File: src/rtl/lfsr_pkg.sv
// Shared definitions for the lab-5 LFSR encrypter/decrypter pair: memory map,
// tap table, FSM states and the single-step LFSR function.
package lfsr_pkg;

  localparam logic [7:0] MSG_BASE   = 8'd0;
  localparam logic [7:0] OUT_BASE   = 8'd64;
  localparam logic [7:0] SEL_ADDR   = 8'd61;
  localparam logic [7:0] PREL_ADDR  = 8'd62;
  localparam logic [7:0] SEED_ADDR  = 8'd63;
  localparam logic [7:0] PREL_MIN   = 8'd7;
  localparam logic [7:0] PREL_MAX   = 8'd12;
  localparam logic [7:0] UNDERSCORE = 8'h5F;
  localparam logic [5:0] LAST_K     = 6'd63;
  localparam logic [2:0] SEL_MAX    = 3'd5;

  localparam logic [5:0] TAPS [6] = '{6'h21, 6'h2D, 6'h30, 6'h33, 6'h36, 6'h39};

  typedef enum logic [2:0] {
    ST_IDLE,
    ST_CFG0,
    ST_CFG1,
    ST_CFG2,
    ST_CFG3,
    ST_ENC,
    ST_DONE
  } state_e;

  // Shift left, feedback bit is the parity of the tapped state bits.
  function automatic logic [5:0] lfsr_next(input logic [5:0] taps, input logic [5:0] state);
    return {state[4:0], ^(state & taps)};
  endfunction

endpackage

File: src/rtl/lfsr_encrypter_if.sv
// Data-memory port shared by the encrypter and the dat_mem model.
interface lfsr_encrypter_if;

  logic [7:0] mem_rdata;
  logic [7:0] mem_raddr;
  logic [7:0] mem_waddr;
  logic       mem_wr_en;
  logic [7:0] mem_wdata;

  modport master (
    input  mem_rdata,
    output mem_raddr, mem_waddr, mem_wr_en, mem_wdata
  );

  modport slave (
    output mem_rdata,
    input  mem_raddr, mem_waddr, mem_wr_en, mem_wdata
  );

endinterface

File: src/rtl/lfsr6.sv
// 6-bit Fibonacci-style LFSR register with seed load and step enable.
module lfsr6
  import lfsr_pkg::*;
(
  input  logic       clk,
  input  logic       rst,
  input  logic       load,
  input  logic [5:0] seed,
  input  logic       step,
  input  logic [5:0] taps,
  output logic [5:0] state
);

  logic [5:0] state_q, state_d;

  // NOTE: every combinational output gets a default first so no latch is inferred.
  always_comb begin
    state_d = state_q;
    if (load) begin
      // An all-zero seed would lock the register up forever.
      state_d = (seed == 6'h00) ? 6'h01 : seed;
    end else if (step) begin
      state_d = lfsr_next(taps, state_q);
    end
  end

  // NOTE: sequential state uses non-blocking assignments only.
  always_ff @(posedge clk or posedge rst) begin
    if (rst) state_q <= 6'h01;
    else     state_q <= state_d;
  end

  assign state = state_q;

endmodule

File: src/rtl/lfsr_encrypter.sv
// Lab-5 encrypter: reads config and plaintext, writes a 64-byte preamble+message
// stream XORed with a 6-bit LFSR keystream to mem[64..127].
module lfsr_encrypter
  import lfsr_pkg::*;
(
  input  logic                      clk,
  input  logic                      reset,
  input  logic                      init,
  output logic                      done,
  lfsr_encrypter_if.master          mem
);

  state_e     state_q, state_d;
  logic       init_q, init_d;
  logic [2:0] sel_q, sel_d;
  logic [3:0] prel_q, prel_d;
  logic [5:0] k_q, k_d;

  logic       lfsr_load, lfsr_step;
  logic [5:0] lfsr;
  logic [7:0] k_ext, prel_ext, rd_next, msg_off;

  lfsr6 u_lfsr (
    .clk   (clk),
    .rst   (reset),
    .load  (lfsr_load),
    .seed  (mem.mem_rdata[5:0]),
    .step  (lfsr_step),
    .taps  (TAPS[sel_q]),
    .state (lfsr)
  );

  // Plaintext byte (k+1-prel) is requested one cycle ahead of use; the last
  // cycle re-requests the final consumed byte so no read goes beyond it.
  assign k_ext    = {2'b00, k_q};
  assign prel_ext = {4'h0, prel_q};
  assign rd_next  = (k_q == LAST_K) ? k_ext : k_ext + 8'd1;
  assign msg_off  = (rd_next >= prel_ext) ? rd_next - prel_ext : 8'd0;

  always_comb begin
    state_d       = state_q;
    init_d        = init;
    sel_d         = sel_q;
    prel_d        = prel_q;
    k_d           = k_q;
    lfsr_load     = 1'b0;
    lfsr_step     = 1'b0;
    done          = 1'b0;
    mem.mem_raddr = 8'd0;
    mem.mem_waddr = 8'd0;
    mem.mem_wr_en = 1'b0;
    mem.mem_wdata = 8'd0;

    unique case (state_q)
      ST_IDLE: begin
        if (init_q && !init) state_d = ST_CFG0;
      end
      ST_CFG0: begin
        mem.mem_raddr = SEL_ADDR;
        state_d       = ST_CFG1;
      end
      ST_CFG1: begin
        mem.mem_raddr = PREL_ADDR;
        sel_d         = (mem.mem_rdata[2:0] > SEL_MAX) ? SEL_MAX : mem.mem_rdata[2:0];
        state_d       = ST_CFG2;
      end
      ST_CFG2: begin
        mem.mem_raddr = SEED_ADDR;
        if (mem.mem_rdata < PREL_MIN)      prel_d = PREL_MIN[3:0];
        else if (mem.mem_rdata > PREL_MAX) prel_d = PREL_MAX[3:0];
        else                               prel_d = mem.mem_rdata[3:0];
        state_d = ST_CFG3;
      end
      ST_CFG3: begin
        mem.mem_raddr = MSG_BASE;
        lfsr_load     = 1'b1;
        k_d           = 6'd0;
        state_d       = ST_ENC;
      end
      ST_ENC: begin
        mem.mem_raddr = MSG_BASE + msg_off;
        mem.mem_waddr = OUT_BASE + k_ext;
        mem.mem_wr_en = 1'b1;
        mem.mem_wdata = ((k_ext < prel_ext) ? UNDERSCORE : mem.mem_rdata) ^ {2'b00, lfsr};
        lfsr_step     = 1'b1;
        k_d           = k_q + 6'd1;
        if (k_q == LAST_K) state_d = ST_DONE;
      end
      ST_DONE: begin
        done = 1'b1;
        if (init_q && !init) state_d = ST_CFG0;
      end
      default: state_d = ST_IDLE;
    endcase

    // Raising init during a run abandons it; bytes already written stay put.
    if (init && state_q != ST_IDLE && state_q != ST_DONE) begin
      state_d   = ST_IDLE;
      lfsr_load = 1'b0;
      lfsr_step = 1'b0;
    end
  end

  always_ff @(posedge clk or posedge reset) begin
    if (reset) begin
      state_q <= ST_IDLE;
      init_q  <= 1'b0;
      sel_q   <= 3'd0;
      prel_q  <= PREL_MIN[3:0];
      k_q     <= 6'd0;
    end else begin
      state_q <= state_d;
      init_q  <= init_d;
      sel_q   <= sel_d;
      prel_q  <= prel_d;
      k_q     <= k_d;
    end
  end

endmodule

File: src/flat_wrapper.sv
// flat-port wrapper written by rule: the top's interface ports become plain ports
module lfsr_encrypter_flat import lfsr_pkg::*;
  (clk, reset, init, done, mem_mem_rdata, mem_mem_raddr, mem_mem_waddr, mem_mem_wr_en, mem_mem_wdata);
  lfsr_encrypter_if mem_i ();
  input  logic clk;
  input  logic reset;
  input  logic init;
  output logic done;
  input wire logic [$bits(mem_i.mem_rdata)-1:0] mem_mem_rdata;
  output wire logic [$bits(mem_i.mem_raddr)-1:0] mem_mem_raddr;
  output wire logic [$bits(mem_i.mem_waddr)-1:0] mem_mem_waddr;
  output wire logic [$bits(mem_i.mem_wr_en)-1:0] mem_mem_wr_en;
  output wire logic [$bits(mem_i.mem_wdata)-1:0] mem_mem_wdata;
  assign mem_i.mem_rdata = mem_mem_rdata;
  assign mem_mem_raddr = mem_i.mem_raddr;
  assign mem_mem_waddr = mem_i.mem_waddr;
  assign mem_mem_wr_en = mem_i.mem_wr_en;
  assign mem_mem_wdata = mem_i.mem_wdata;
  lfsr_encrypter u_core (.clk(clk), .reset(reset), .init(init), .done(done), .mem(mem_i));
endmodule
File: config.mk
export PLATFORM = sky130hd
export DESIGN_NAME = lfsr_encrypter_flat
export DESIGN_NICKNAME = d
export VERILOG_FILES = /design/src/rtl/lfsr_pkg.sv /design/src/rtl/lfsr_encrypter_if.sv /design/src/rtl/lfsr6.sv /design/src/rtl/lfsr_encrypter.sv /design/src/flat_wrapper.sv
export SDC_FILE = /design/constraint.sdc
export NUM_CORES = 1
export LEC_CHECK = 0
export BUFFER_PORTS_ARGS = -buffer_cell sky130_fd_sc_hd__buf_4
export CAP_MARGIN = 20
export CORE_UTILIZATION = 55
export CTS_CLUSTER_DIAMETER = 100
export DETAILED_ROUTE_END_ITERATION = 10
export HOLD_SLACK_MARGIN = 0.02
export MAX_ROUTING_LAYER = met4
export PLACE_DENSITY = 0.8
export RECOVER_POWER = 50
export SLEW_MARGIN = 25
export SYNTH_ARGS = -nofsm -noshare
export SYNTH_HDL_FRONTEND = slang
export SYNTH_SLANG_ARGS = --single-unit
File: constraint.sdc
create_clock -name clk -period 3.64 [get_ports clk]
set_clock_uncertainty 0.1 [all_clocks]
set_input_delay 0.546 -clock clk [delete_from_list [all_inputs] [get_ports clk]]
set_output_delay 0.546 -clock clk [all_outputs]
set_load 0.01 [all_outputs]
### Yosys cells after proc, flatten, opt, wreduce, memory -nomap -nowiden

Memories as Yosys holds them, arrays and structs flattened.
Index checks and enable logic that the tools add are counted.

| operators by class | value |
|---|---|
| add/sub/neg operators | 4 |
| multiply operators | 0 |
| divide/modulo/power cells | 0 |
| $lt $le $gt $ge | 6 |
| equality and inequality tests | 10 |
| shift-type cells | 0 |
| muxes and demuxes | 24 |
| bitwise logic cells | 3 |
| reduce and logical (&&, ||, !) cells | 12 |

Operators by type and width:

| cell | count |
|---|---|
| $mux 8 | 5 |
| $pmux 8 s4 | 1 |
| $mux 6 | 5 |
| $pmux 3 s6 | 1 |
| $mux 3 | 4 |
| $pmux 6 s2 | 1 |
| $eq 3x3->1 const B | 3 |
| $add 7x6->8 const A | 1 |
| $ge 8x4->1 | 1 |
| $gt 8x4->1 const B | 1 |
| $lt 8x3->1 const B | 1 |
| $mux 4 | 2 |
| $sub 8x4->8 | 1 |
| $xor 8x6->8 | 1 |
| $add 6x1->7 const B | 1 |
| $add 6x1->6 const B | 1 |
| $and 6x6->6 | 1 |
| $eq 3x2->1 const B | 2 |
| $eq 6x6->1 const B | 1 |
| $logic_not 6->1 | 1 |
| $lt 6x4->1 | 1 |
| $ne 3x1->1 const B | 2 |
| $reduce_xor 6->1 | 1 |
| $mux 1 | 5 |
| other kinds (12) | 15 |

| word-level totals | value |
|---|---|
| bits in registers | 23 |
| latch bits | 0 |
| memory bits (writable) | 0 |
| ROM bits | 48 |
| output and inout bits | 26 |
| logic and storage cells | 66 |
| memories kept | 1 |

Memory list:

| memory | depth | bits a word | read ports | clocked after memory_dff | wr ports | line | text |
|---|---|---|---|---|---|---|---|
| (no name shown) | 8 | 6 | 1 | 0 | 0 | lfsr_encrypter.sv:29 | `.taps (TAPS[sel_q]),` |

### Logic depth before layout (Yosys ltp)

Gate-level depths: netlist of run 1.

| logic depth | value |
|---|---|
| depth in word-level cells | 8 |
| gate-level depth with buffers | 12 |
| depth with buffers taken out | 11 |

### Cells and area by module

A second synthesis of run 1 with hierarchy kept.

| unflattened totals | value |
|---|---|
| cells, all modules | 236 |
| area, all modules | 2014.4 sq um |

By module, submodules not included:

| module | instances | cells each | area an instance (sq um) | sequential area each (sq um) |
|---|---|---|---|---|
| lfsr_encrypter | 1 | 197 | 1644.1 | 429.2 |
| lfsr6 | 1 | 39 | 370.4 | 151.4 |

### Least setup slack after synthesis of run 1

Ideal clock, no wire load.

| path | value |
|---|---|
| path kind | register to output |
| from | register u_core.k_q[4] |
| to | output mem_mem_raddr[5] |
| data arrival time | 2.744 ns |
| data required time | 2.994 ns |
| slack | 0.250 ns |
| cell stages (with the launch flop) | 12 |
| path buffers | 1 |
| path through | dfrtp_1 -> clkbuf_2 -> and3_1 -> nand3_1 -> mux2_2 -> ha_1 -> nor2b_1 -> o31a_1 -> nor2_1 -> nand2_1 -> and3_1 -> o41ai_1 |

| on the way | value |
|---|---|
| word-level cells in the longest chain between the ends | 5 |
| elaborated cells on any way between the ends | 7 |
| those cells by class | add/sub (2); order compare (1); eq/ne (1); mux (3) |

RTL lines:

| element | line | text |
|---|---|---|
| start: declaration | lfsr_encrypter.sv:17 | `logic [5:0] k_q, k_d;` |
| start signal: assignment | lfsr_encrypter.sv:116 | `k_q <= k_d;` |
| $add 6x1->7 / $eq 6x6->1 (equally long branches) | lfsr_encrypter.sv:37 | `assign rd_next = (k_q == LAST_K) ? k_ext : k_ext + 8'd1;` |
| $mux 8 * | lfsr_encrypter.sv:37 |  |
| $sub 8x4->8 / $ge 8x4->1 (equally long branches) | lfsr_encrypter.sv:38 | `assign msg_off = (rd_next >= prel_ext) ? rd_next - prel_ext : 8'd0;` |
| $mux 8 * | lfsr_encrypter.sv:38 |  |
| $pmux 8 s4 * | lfsr_encrypter.sv:54 | `unique case (state_q)` |
| end: declaration | flat_wrapper.sv:10 | `output wire logic [$bits(mem_i.mem_raddr)-1:0] mem_mem_raddr;` |

Mark *: on every way between the ends. The rest lies on a longest branch, timed or not.

### Final worst setup path of run 1

| path | value |
|---|---|
| from | register u_core.k_q[1] |
| to | output mem_mem_raddr[5] |

The elaborated chain is that of the path after synthesis.

==> out/metrics.cfg, run 1 <==
[placement]
place_ws_ns = 0.1527
place_congestion = 0.9133
dpl_cell_area_mm2 = 0.002178
io_buffers = 35
hpwl_um = 3466

[worst_setup_path]
critPathMaxStageDelay_ns = 0.45
crit_cells = 11
r2r_cells = 5
r2r_start = u_core.state_q[1]$_DFFE_PP0P_
worstSetupEndpointType = output pin
arrival_ns = 2.88
rr_endpoint = u_core.u_lfsr.state[0]$_DFFE_PP1P_
start_kind = flip-flop
rrSetupSlack_ns = 1.46
crit_required_ns = 2.99
critical_path_class = flip-flop to output pin
crit_path_top_delay_cell = dfrtp_2
crit_buf_inv = 1
crit_family = simple AND/OR/NAND/NOR gates
worst-path-max-fanout = 4
path_cells = ha_4 -> nand3_4 -> mux2_4 -> ha_1 -> nor2b_1 -> o31a_1 -> nor2_1 -> nand2_1 -> and3_4 -> o41ai_2 -> buf_4
cp-startpoint = u_core.k_q[1]$_DFFE_PP0P_
endpoint = mem_mem_raddr[5]

[route]
drt_first_pass_iters = 4
drc = 0
num_vias = 1790
viasPerCell = 5.888
postRouteWirelength_um = 4567
ant_nets = 0
drt_iter0_drc = 93
post_drt_wl_per_cell_um = 15.02

[synth]
yosysWarnings = 0
synthArstFlopShare_pct = 100.0
netlist.area_leader.share_pct = 25.44
yosysMostFrequentCell = a21oi_1
syn_inst = 223
yosys-top-cells-area = dfrtp_1, dfstp_2, a21oi_1
synth_cell_types = 51
synth_ff_type = dfrtp_1
synth_nets = 243
synth_seq_area_share_pct = 31.06
synth.cell_area_mm2 = 0.001869
synth_top_area_cell = dfrtp_1
synth_edf_count = 0
synth_common_cells = a21oi_1, dfrtp_1, nor2_1, inv_1
ys_ff_latch = 23
avgSynthCellArea_um2 = 8.382

[die]
die_area_mm2 = 0.003636
io_pins = 37
rows = 20
start_util_pct = 59.76
core_mm2 = 0.003128
die_h_um = 60.30
die_w_um = 60.30

[cts]
clockBufferDepth = 2
cts.clk_slew.worst_paths_ns = 0.13
hold_buffers = 0
cts_num_sinks = 23
cts_tree = done
cts_made_buffers = 3
cts_root_buf = clkbuf_4
clk_latency_ns = 0.31
cts_max_level = 1

[cells_and_area]
diodes = 0
area_growth_pct = 22.69
drive_gt1_share_pct = 28.08
final_cell_area_mm2 = 0.002293
postLayoutCoreUtil_pct = 73.32
nNetsFinal = 281

[sta]
setup_slack_ns = 0.1148
slew_headroom_pct = 38.06
finalCritPeriodShare_pct = 96.85
slew_violations = 0
whs_ns = 0.3112
hold_viol = 0
tns_ns = 0
tightest_slew_ns = 0.9266
max_freq_ghz = 0.2837
setup_viol = 0
period_minus_slack_ns = 3.525

[power]
total_leakage_power_uw = 0.001068
swShare_pct = 40.51
p_int_uw = 643.4
power.share.clock_pct = 11.0
seqPwrFrac_pct = 39.7
pwr-share-comb_pct = 49.3
ir_drop_mv = 0.4773
p_switching_uw = 438.1
power_density_mw_per_mm2 = 471.6

[grt]
grt_pass1_wl_um = 7376
grt_max_degree = 24
grt_usage_pct = 27.73
grt_remaining_overflow = 0
antenna_found_initial = 0
grt_pass1_vias = 1615

[worst_hold_path]
min_path_type = input port to async pin

[status]
outcome = finished clean

[job]
drv_cap = 0

## cell type report
cell class,instances,area [um2]
sequential,23,581.8
clock buffer,4,26.28
fill,249,834.6
timing repair buffer,45,334.1
inverter,14,52.55
multi-input combinational,174,1244
tap,44,55.05
## power groups by stage
stage | registers, uW | clock network, uW | logic (uW)
CTS | 424 | 122 | 516
finish | 429 | 119 | 533
global route | 440 | 131 | 591
global placement | 428 | 0 | 486
detailed placement | 432 | 0 | 501
floorplan | 410 | 0 | 391
## cell families after synthesis
| logic type | after synthesis | synth area share (%) |
|---|---|---|
| muxes | 9 | 5.020 |
| buffers and inverters | 26 | 6.091 |
| xor gates and xnor gates | 7 | 3.280 |
| AOI/OAI and AO/OA | 63 | 22.49 |
| adders and majority gates | 9 | 6.426 |
| DFF | 23 | 31.06 |
| and+or+nand+nor | 85 | 25.43 |
| other | 1 | 0.2006 |
## worst min-delay path by stage
stage                                         endpoint  slack [ns]  depth (start not counted)
global placement          u_core.prel_q[0]$_DFFE_PP1P_        0.43                          1
finish                       u_core.k_q[5]$_DFFE_PP0P_        0.31                          2
global route        u_core.u_lfsr.state[5]$_DFFE_PP0P_        0.38                          2
detailed placement        u_core.prel_q[0]$_DFFE_PP1P_        0.43                          1
floorplan                 u_core.prel_q[2]$_DFFE_PP1P_        0.38                          2
CTS                            u_core.init_q$_DFF_PP0_        0.30                          1
## repair_timing
item / 4_1_cts / 5_1_grt
endpoints found under the setup margin: 4 / 4
gates resized for setup: 5 / 10
buffers inserted: 1 / 2
pin swaps: 0 / 6
## flip-flops by register name, indices dropped and copies added (netlist names)
| name | flops |
|---|---|
| u_core.k_q | 6 |
| u_core.u_lfsr.state | 6 |
| u_core.prel_q | 4 |
| u_core.sel_q | 3 |
| u_core.state_q | 3 |
| u_core.init_q | 1 |
## routing by layer
layer,GRT usage (%),vias up,wire [um]
met2,44.11,50,2203
met4,5.316,0,66
li1,-,879,-
met5,-,-,0
met1,37.20,853,2091
met3,4.545,8,204
## cell usage in the layout (no fill, tap or decap), types with 3 or more instances in the layout
cell type	count
buf_4	43
a21oi_1	20
dfrtp_1	18
nor2_1	16
inv_1	14
nor3_1	13
o21ai_0	12
nand2_1	11
nand2b_1	7
a21o_1	7
ha_1	7
mux2i_1	6
nand3_1	6
o21a_1	6
and2_1	6
nor3_2	5
xnor2_1	4
clkbuf_4	4
dfstp_2	4
xor2_1	3
nor2b_1	3
o41ai_2	3
## through the flow
stage	power [uW]	cells
2_1_floorplan	801.3	223
3_3_place_gp	914.5	297
3_5_place_dp	933.6	297
4_1_cts	1062	302
5_1_grt	1162	304
6_report	1082	304
No activity file was read; power rests on OpenSTA's default activity.
==> run 2, diff against run 1 <==
CORE_UTILIZATION = 57   (was 55)
CTS_BUF_LIST = sky130_fd_sc_hd__clkbuf_4   (was default)
PLACE_DENSITY = 0.82   (was 0.8)
==> run 2 against run 1 <==
  * First-iteration DRC count up 14%
  * Clock power rose by 11%
  * Utilization rose by 2.1 points
  * Routed wire length is 4.7% higher
  * Die area is 3.4% lower
  * Clock-buffer cell count unchanged
  * Non-clock buffer count up 2
  * Global-route usage increased by 1.6 points
  * Critical path depth grew 1
  * Cell area rose by 1.3%
  * Largest cell class unchanged
==> out/metrics.cfg, run 2 (synthesized netlist as in run 1, its figures left out) <==
[status]
outcome = finished clean

[sta]
finalCritPeriodShare_pct = 98.54
setup_slack_ns = 0.05324
max_freq_ghz = 0.2788
slew_violations = 0
setup_viol = 0
grt_setup_unrepaired = true
period_minus_slack_ns = 3.587
slew_headroom_pct = 35.33
tns_ns = 0
hold_viol = 0
tightest_slew_ns = 0.9676

[cts]
cts_tree = done
cts_root_buf = clkbuf_4
clockBufferDepth = 2
cts_num_sinks = 23
cts_made_buffers = 3
clk_latency_ns = 0.32
cts.clk_slew.worst_paths_ns = 0.14
cts_max_level = 1

[grt]
antenna_found_initial = 0
grt_usage_pct = 29.32
grt_remaining_overflow = 0
grt_max_degree = 24
grt_pass1_vias = 1600
grt_pass1_wl_um = 7514

[worst_setup_path]
start_kind = flip-flop
critical_path_class = flip-flop to output pin
arrival_ns = 2.94
crit_required_ns = 2.99
worstSetupEndpointType = output pin
worst-path-max-fanout = 5

[route]
drt_first_pass_iters = 4
num_vias = 1782
postRouteWirelength_um = 4782
drt_iter0_drc = 106
viasPerCell = 5.824
ant_nets = 0
drc = 0
post_drt_wl_per_cell_um = 15.63

[placement]
place_congestion = 0.9156
io_buffers = 35
place_ws_ns = 0.1710
hpwl_um = 3441

[cells_and_area]
num-fill-cells = 240
area_growth_pct = 24.23
final_cell_mix = buf_4, a21oi_1, dfrtp_1
final_common_cell = buf_4
drive_gt1_share_pct = 29.39
nNetsFinal = 283
diodes = 0

[worst_hold_path]
min_path_type = input port to async pin

[power]
total_leakage_power_uw = 0.001087
power_density_mw_per_mm2 = 485.4
ir_drop_mv = 0.4520

[die]
die_h_um = 59.27
core_mm2 = 0.003078
rows = 20
start_util_pct = 60.73
die_area_mm2 = 0.003512
die_w_um = 59.27
io_pins = 37

[job]
drv_cap = 0

-- run 2: worst paths after layout --
path / startpoint / to / slack, ns / cells after the start
setup / recovery: u_core.k_q[2]$_DFFE_PP0P_ / mem_mem_raddr[2] / 0.05 / 12
hold reg to reg: u_core.prel_q[0]$_DFFE_PP1P_ / u_core.prel_q[0]$_DFFE_PP1P_ / 0.45 / 1
min in group clk: init / u_core.init_q$_DFF_PP0_ / 0.38 / 1
max in group asynchronous: reset / u_core.k_q[1]$_DFFE_PP0P_ / 2.54 / 2
hold / removal: reset / u_core.k_q[3]$_DFFE_PP0P_ / 0.31 / 2
setup reg to reg: u_core.state_q[1]$_DFFE_PP0P_ / u_core.u_lfsr.state[0]$_DFFE_PP1P_ / 1.54 / 5
-- run 2: cell type report --
cell class	count	area, um2	share of cell area (%)
multi-input cells	174	1254	53.99
well taps	44	55.05	2.371
inverters	14	52.55	2.263
repair buffers	47	349.1	15.03
flip-flops and latches	23	581.8	25.05
clock buffers	4	30.03	1.293
-- run 2: per-stage QoR --
stage	power, uW	std cells	utilization (%)	hold WS (ns)	cell area (um2)
4_1_cts	1073	302	73.09	0.2907	2250
3_5_place_dp	929.0	297	70.77	0.4311	2178
2_1_floorplan	801.3	223	-	0.3832	1869
6_report	1127	306	75.45	0.3054	2322
3_3_place_gp	914.7	297	70.77	0.4208	2178
5_1_grt	1207	306	75.45	0.3693	2322
-- run 2: power breakdown --
group / total [uW] / internal, uW / switching, uW
Clock: 132 / 50.3 / 81.7
Sequential: 427 / 330 / 96.9
Combinational: 568 / 289 / 279
Total: 1130 / 670 / 457
-- run 2: layer usage --
layer  GRT usage, %  part of all wire [%]  wire length, um
met1          38.55                    44             2085
met2          47.19                    51             2432
met3          4.803                   4.2              201
met4          7.143                   1.3               63
met5              -                     0                0
-- run 2: repair_timing --
action,in CTS,in global routing
hold buffers,0,0
buffers inserted,1,4
gates cloned,0,0
setup endpoints to repair,4,5
gates resized for setup,7,9
pin swaps,0,8
-- run 2: critical path: stages (launching register included) --
cell,delay (ns)
dfrtp_1,0.38
and3_4,0.22
nand3_4,0.10
xnor2_1,0.15
ha_1,0.21
fa_2,0.36
nor2b_2,0.16
o21ai_0,0.13
nor2b_1,0.17
nand4_1,0.15
nand2_2,0.13
o41ai_2,0.29
buf_4,0.17
